===== src/rtl/reg_master.sv =====
// reg_master: turns one command at a time into a single-strobe register-bus
// access. It waits for ack with a bounded timeout and holds the response
// until the consumer accepts it.
module reg_master #(
    parameter int unsigned ADDR_SIZE_P = 4,
    parameter int unsigned TIMEOUT_P   = 15
) (
    input  logic                   clk,
    input  logic                   reset_L,
    input  logic                   cmd_valid,
    output logic                   cmd_ready,
    input  logic                   cmd_rd_wr,
    input  logic [ADDR_SIZE_P-1:0] cmd_addr,
    input  logic [31:0]            cmd_wdata,
    output logic                   rsp_valid,
    input  logic                   rsp_ready,
    output logic [31:0]            rsp_rdata,
    output logic                   rsp_err,
    output logic [ADDR_SIZE_P-1:0] addr,
    output logic                   rd_wr,
    output logic                   req,
    output logic [31:0]            write_val,
    input  logic [31:0]            read_val,
    input  logic                   ack,
    output logic [7:0]             timeout_cnt
);

    typedef enum logic [1:0] {IDLE, REQ, WAIT, RESP} state_t;

    localparam logic [7:0] TIMEOUT_C = 8'(TIMEOUT_P);

    state_t                 state_q, state_d;
    logic [ADDR_SIZE_P-1:0] addr_q, addr_d;
    logic                   rd_wr_q, rd_wr_d;
    logic [31:0]            wval_q, wval_d;
    logic [7:0]             wait_cnt_q, wait_cnt_d;
    logic [31:0]            rdata_q, rdata_d;
    logic                   err_q, err_d;
    logic [7:0]             tcnt_q, tcnt_d;

    // State and datapath registers, cleared asynchronously so reset aborts any transaction
    always_ff @(posedge clk or negedge reset_L) begin
        if (!reset_L) begin
            state_q    <= IDLE;
            addr_q     <= '0;
            rd_wr_q    <= 1'b0;
            wval_q     <= '0;
            wait_cnt_q <= '0;
            rdata_q    <= '0;
            err_q      <= 1'b0;
            tcnt_q     <= '0;
        end else begin
            state_q    <= state_d;
            addr_q     <= addr_d;
            rd_wr_q    <= rd_wr_d;
            wval_q     <= wval_d;
            wait_cnt_q <= wait_cnt_d;
            rdata_q    <= rdata_d;
            err_q      <= err_d;
            tcnt_q     <= tcnt_d;
        end
    end

    // Next-state logic: accept, strobe, wait for ack or timeout, hold response
    always_comb begin
        state_d    = state_q;
        addr_d     = addr_q;
        rd_wr_d    = rd_wr_q;
        wval_d     = wval_q;
        wait_cnt_d = wait_cnt_q;
        rdata_d    = rdata_q;
        err_d      = err_q;
        tcnt_d     = tcnt_q;
        unique case (state_q)
            IDLE: begin
                if (cmd_valid) begin
                    state_d = REQ;
                    addr_d  = cmd_addr;
                    rd_wr_d = cmd_rd_wr;
                    // Reads keep the previous write data on the bus
                    if (!cmd_rd_wr) wval_d = cmd_wdata;
                end
            end
            REQ: begin
                state_d    = WAIT;
                wait_cnt_d = 8'd1;
            end
            WAIT: begin
                // ack takes priority over a timeout in the same cycle
                if (ack) begin
                    rdata_d    = rd_wr_q ? read_val : '0;
                    err_d      = 1'b0;
                    wait_cnt_d = '0;
                    state_d    = RESP;
                end else if (wait_cnt_q == TIMEOUT_C) begin
                    rdata_d    = '0;
                    err_d      = 1'b1;
                    wait_cnt_d = '0;
                    if (tcnt_q != 8'hFF) tcnt_d = tcnt_q + 8'd1;
                    state_d    = RESP;
                end else begin
                    wait_cnt_d = wait_cnt_q + 8'd1;
                end
            end
            RESP: begin
                if (rsp_ready) state_d = IDLE;
            end
            default: state_d = IDLE;
        endcase
    end

    assign cmd_ready   = (state_q == IDLE) && reset_L;
    assign req         = (state_q == REQ);
    assign rsp_valid   = (state_q == RESP);
    assign rsp_rdata   = rdata_q;
    assign rsp_err     = err_q;
    assign addr        = addr_q;
    assign rd_wr       = rd_wr_q;
    assign write_val   = wval_q;
    assign timeout_cnt = tcnt_q;

endmodule


===== config.mk =====
export PLATFORM = sky130hd
export DESIGN_NAME = reg_master
export DESIGN_NICKNAME = d
export VERILOG_FILES = /design/src/rtl/reg_master.sv
export SDC_FILE = /design/constraint.sdc
export NUM_CORES = 1
export LEC_CHECK = 0
export ABC_CLOCK_PERIOD_IN_PS = 2000
export CAP_MARGIN = 30
export CORE_MARGIN = 10
export CORE_UTILIZATION = 43
export CTS_CLUSTER_SIZE = 30
export DETAILED_ROUTE_END_ITERATION = 16
export PLACE_DENSITY_LB_ADDON = 0.1
export SYNTH_ARGS = -nofsm -noshare
export SYNTH_HDL_FRONTEND = slang
export SYNTH_SLANG_ARGS = --single-unit
export TNS_END_PERCENT = 30

===== constraint.sdc =====
create_clock -name clk -period 2 [get_ports clk]
set_input_delay 0.2 -clock clk [delete_from_list [all_inputs] [get_ports clk]]
set_output_delay 0.2 -clock clk [all_outputs]
set_load 0.03 [all_outputs]

==> impl_metrics.yaml <==
floorplanning:
  ios: 155
  die_h_um: 113
  die-area_um2: 12900
  fp.coreArea_um2: 8590
  die_w_um: 113
  fp-row-count: 34
  start_util: 0.437
flow_run:
  max_cap_viol_count: 0
place:
  gp_congestion: 0.777
  pre_cts_ws_ps: 90.5
  io_buffers: 154
  dp_hpwl_um: 7820
cts:
  numCtsBuffers: 9
  clock_path_buffers: 2
  clkTransAtPathRegs_ps: 90
  post_cts_buffers: 0
  cts_sinks: 88
  htreeDepth: 3
  clkLatencyLatePin_ps: 350
  cts_tree: "done"
  cts_root_buf: "clkbuf_8"
grt:
  grt_pass1_vias: 3211
  overflow: 0
  grt_use_total: 0.162
  antenna_found_initial: 0
  grt_start_max_net_pins: 52
  grt_pass1_wl_um: 16900
cells_and_area:
  most-common-layout-cells: "clkdlybuf4s50_1, dfrtp_1, o21ai_0, inv_1, mux2_2"
  multi_input_area_um2: 1320
  n_antenna_cell: 0
  final.fill_count: 659
  regArea_um2: 2200
  layout_commonest_cell: "clkdlybuf4s50_1"
  drive_above_1_share: 0.151
  area_growth_pct: 51.2
  fin_nets: 565
  final_util: 0.661
setup_path:
  crit_arrival_ps: 1700
  crit_path_start_kind: "register"
  path_class: "reg2out"
  required_ps: 1800
  crit_path_max_fanout: 4
  crit_path_end_kind: "output port"
synthesis:
  syn-num-nets: 406
  synth_cell_type_count: 36
  ys_ff_latch: 88
  yosysWarnings: 0
  synth_area_leaders: "dfrtp_1, mux2_2, nand4_1"
  synth_area_leader_cell: "dfrtp_1"
  yosys_most_used_dff: "dfrtp_1"
  synth_area_per_cell_um2: 11.5
  netlist_area_um2: 3760
  netlist_instances: 326
  yosysTopAreaCellShare: 0.586
  synthArstFlopShare: 1.00
  ys_seq_area_frac: 0.586
  synth-edff-count: 0
sta:
  drv_slew: 0
  setup_viol: 0
  finClkSkew_ps: 8.62
  worst_slack_ps: 97.5
  timing.hold.ws_ps: 432
  rsz0062_at_grt: "false"
  hold_viol: 0
  period_minus_slack_ps: 1900
  worstMarginPinSlew_ps: 644
  tns_ps: 0
  max_freq_mhz: 526
  period_share: 0.951
  maxSlewHeadroom: 0.571
routing:
  remaining_drc_errors: 0
  ant_nets: 0
  detail_route.first_pass.iterations: 4
  dr_total_vias: 2990
  drtIter0Drc: 95
  wl_um: 10500
  wl_per_cell_um: 17.6
  vias_per_cell: 5.01
pwr:
  irDropWorstVdd_mv: 0.732
  power_density_nw_per_um2: 1570
  power.leakage_uw: 0.00249
status:
  outcome: "finished clean"
worst_hold_path:
  min_path_type: "in2reg"
## metal layers
| layer | vias up | wire length, um | track usage |
|---|---|---|---|
| li1 | 1442 | - | - |
| met3 | 7 | 927 | 0.0709 |
| met5 | - | 0 | 0 |
| met1 | 1454 | 4030 | 0.177 |
| met4 | 0 | 92 | 0.0508 |
| met2 | 87 | 5450 | 0.275 |
## state kept, by name, summed over array words and instances (netlist names)
signal and flops:
rsp_rdata 32, write_val 32, timeout_cnt 8, wait_cnt_q 8
addr 4, state_q 2, rd_wr 1, rsp_err 1
## where the power goes
group / total (uW) / internal, uW / switching [uW]
registers: 2900 / 2510 / 386
clock network: 1270 / 670 / 602
logic: 4760 / 2030 / 2730
total: 8930 / 5210 / 3720
## cell usage after synthesis, drive strengths merged, types with 2 or more instances
cell type	count
nand2	9
mux2	39
nand4	34
nor3	5
clkbuf	16
a21oi	5
nor2b	2
dfrtp	88
inv	38
buf	5
and2	2
nand3	7
o22ai	2
o21ai	39
ha	6
nor2	6
and3	3
xor2	5
xnor2	3
## final timing paths
| check | from | end | slack, ps | depth (start not counted) |
|---|---|---|---|---|
| max in group asynchronous | reset_L | wait_cnt_q[5] | 530 | 4 |
| min in group asynchronous | reset_L | timeout_cnt[4] | 440 | 3 |
| hold / removal | cmd_wdata[7] | write_val[7] | 430 | 2 |
| setup reg to reg | timeout_cnt[1] | timeout_cnt[1] | 130 | 4 |
| hold reg to reg | write_val[7] | write_val[7] | 500 | 1 |
| setup / recovery | state_q[1] | req | 100 | 3 |
## stage by stage
| stage | instance area [um2] | total power [uW] | cells |
|---|---|---|---|
| 5_1_grt | 5680 | 9470 | 597 |
| 6_report | 5680 | 8930 | 597 |
| 3_3_place_gp | 5470 | 7650 | 581 |
| 2_1_floorplan | 3760 | 5570 | 326 |
| 4_1_cts | 5680 | 9060 | 597 |
| 3_5_place_dp | 5470 | 7760 | 581 |
## worst max-delay path, stage by stage, from the launching register on
cell and delay, ps:
dfrtp_1 420, inv_1 100, ha_1 160, clkdlybuf4s50_1 670
## cell type report
| type | instances | area share |
|---|---|---|
| Inverter | 38 | 0.0251 |
| Clock inverter | 3 | 0.00705 |
| Timing Repair Buffer | 169 | 0.295 |
| Multi-Input combinational cell | 179 | 0.233 |
| Sequential cell | 88 | 0.387 |
| Tap cell | 108 | 0.0238 |
| Clock buffer | 12 | 0.0291 |
## cells by family (layout without fill, tap and decap cells)
| family | count (synthesis) | count (layout) | synth area share |
|---|---|---|---|
| buffers and inverters | 59 | 222 | 0.0623 |
| and+or+nand+nor | 74 | 74 | 0.120 |
| adders and majority gates | 6 | 6 | 0.0200 |
| muxes | 40 | 40 | 0.121 |
| AOI/OAI and AO/OA | 51 | 51 | 0.0732 |
| xor gates and xnor gates | 8 | 8 | 0.0186 |
| DFF | 88 | 88 | 0.586 |
## what timing repair did
action	in CTS	in global routing
hold buffers	1	0
setup endpoints to repair	1	0
endpoints found under the hold margin	37	0
gates resized for setup	1	0
(Power assumes the default switching activity.)
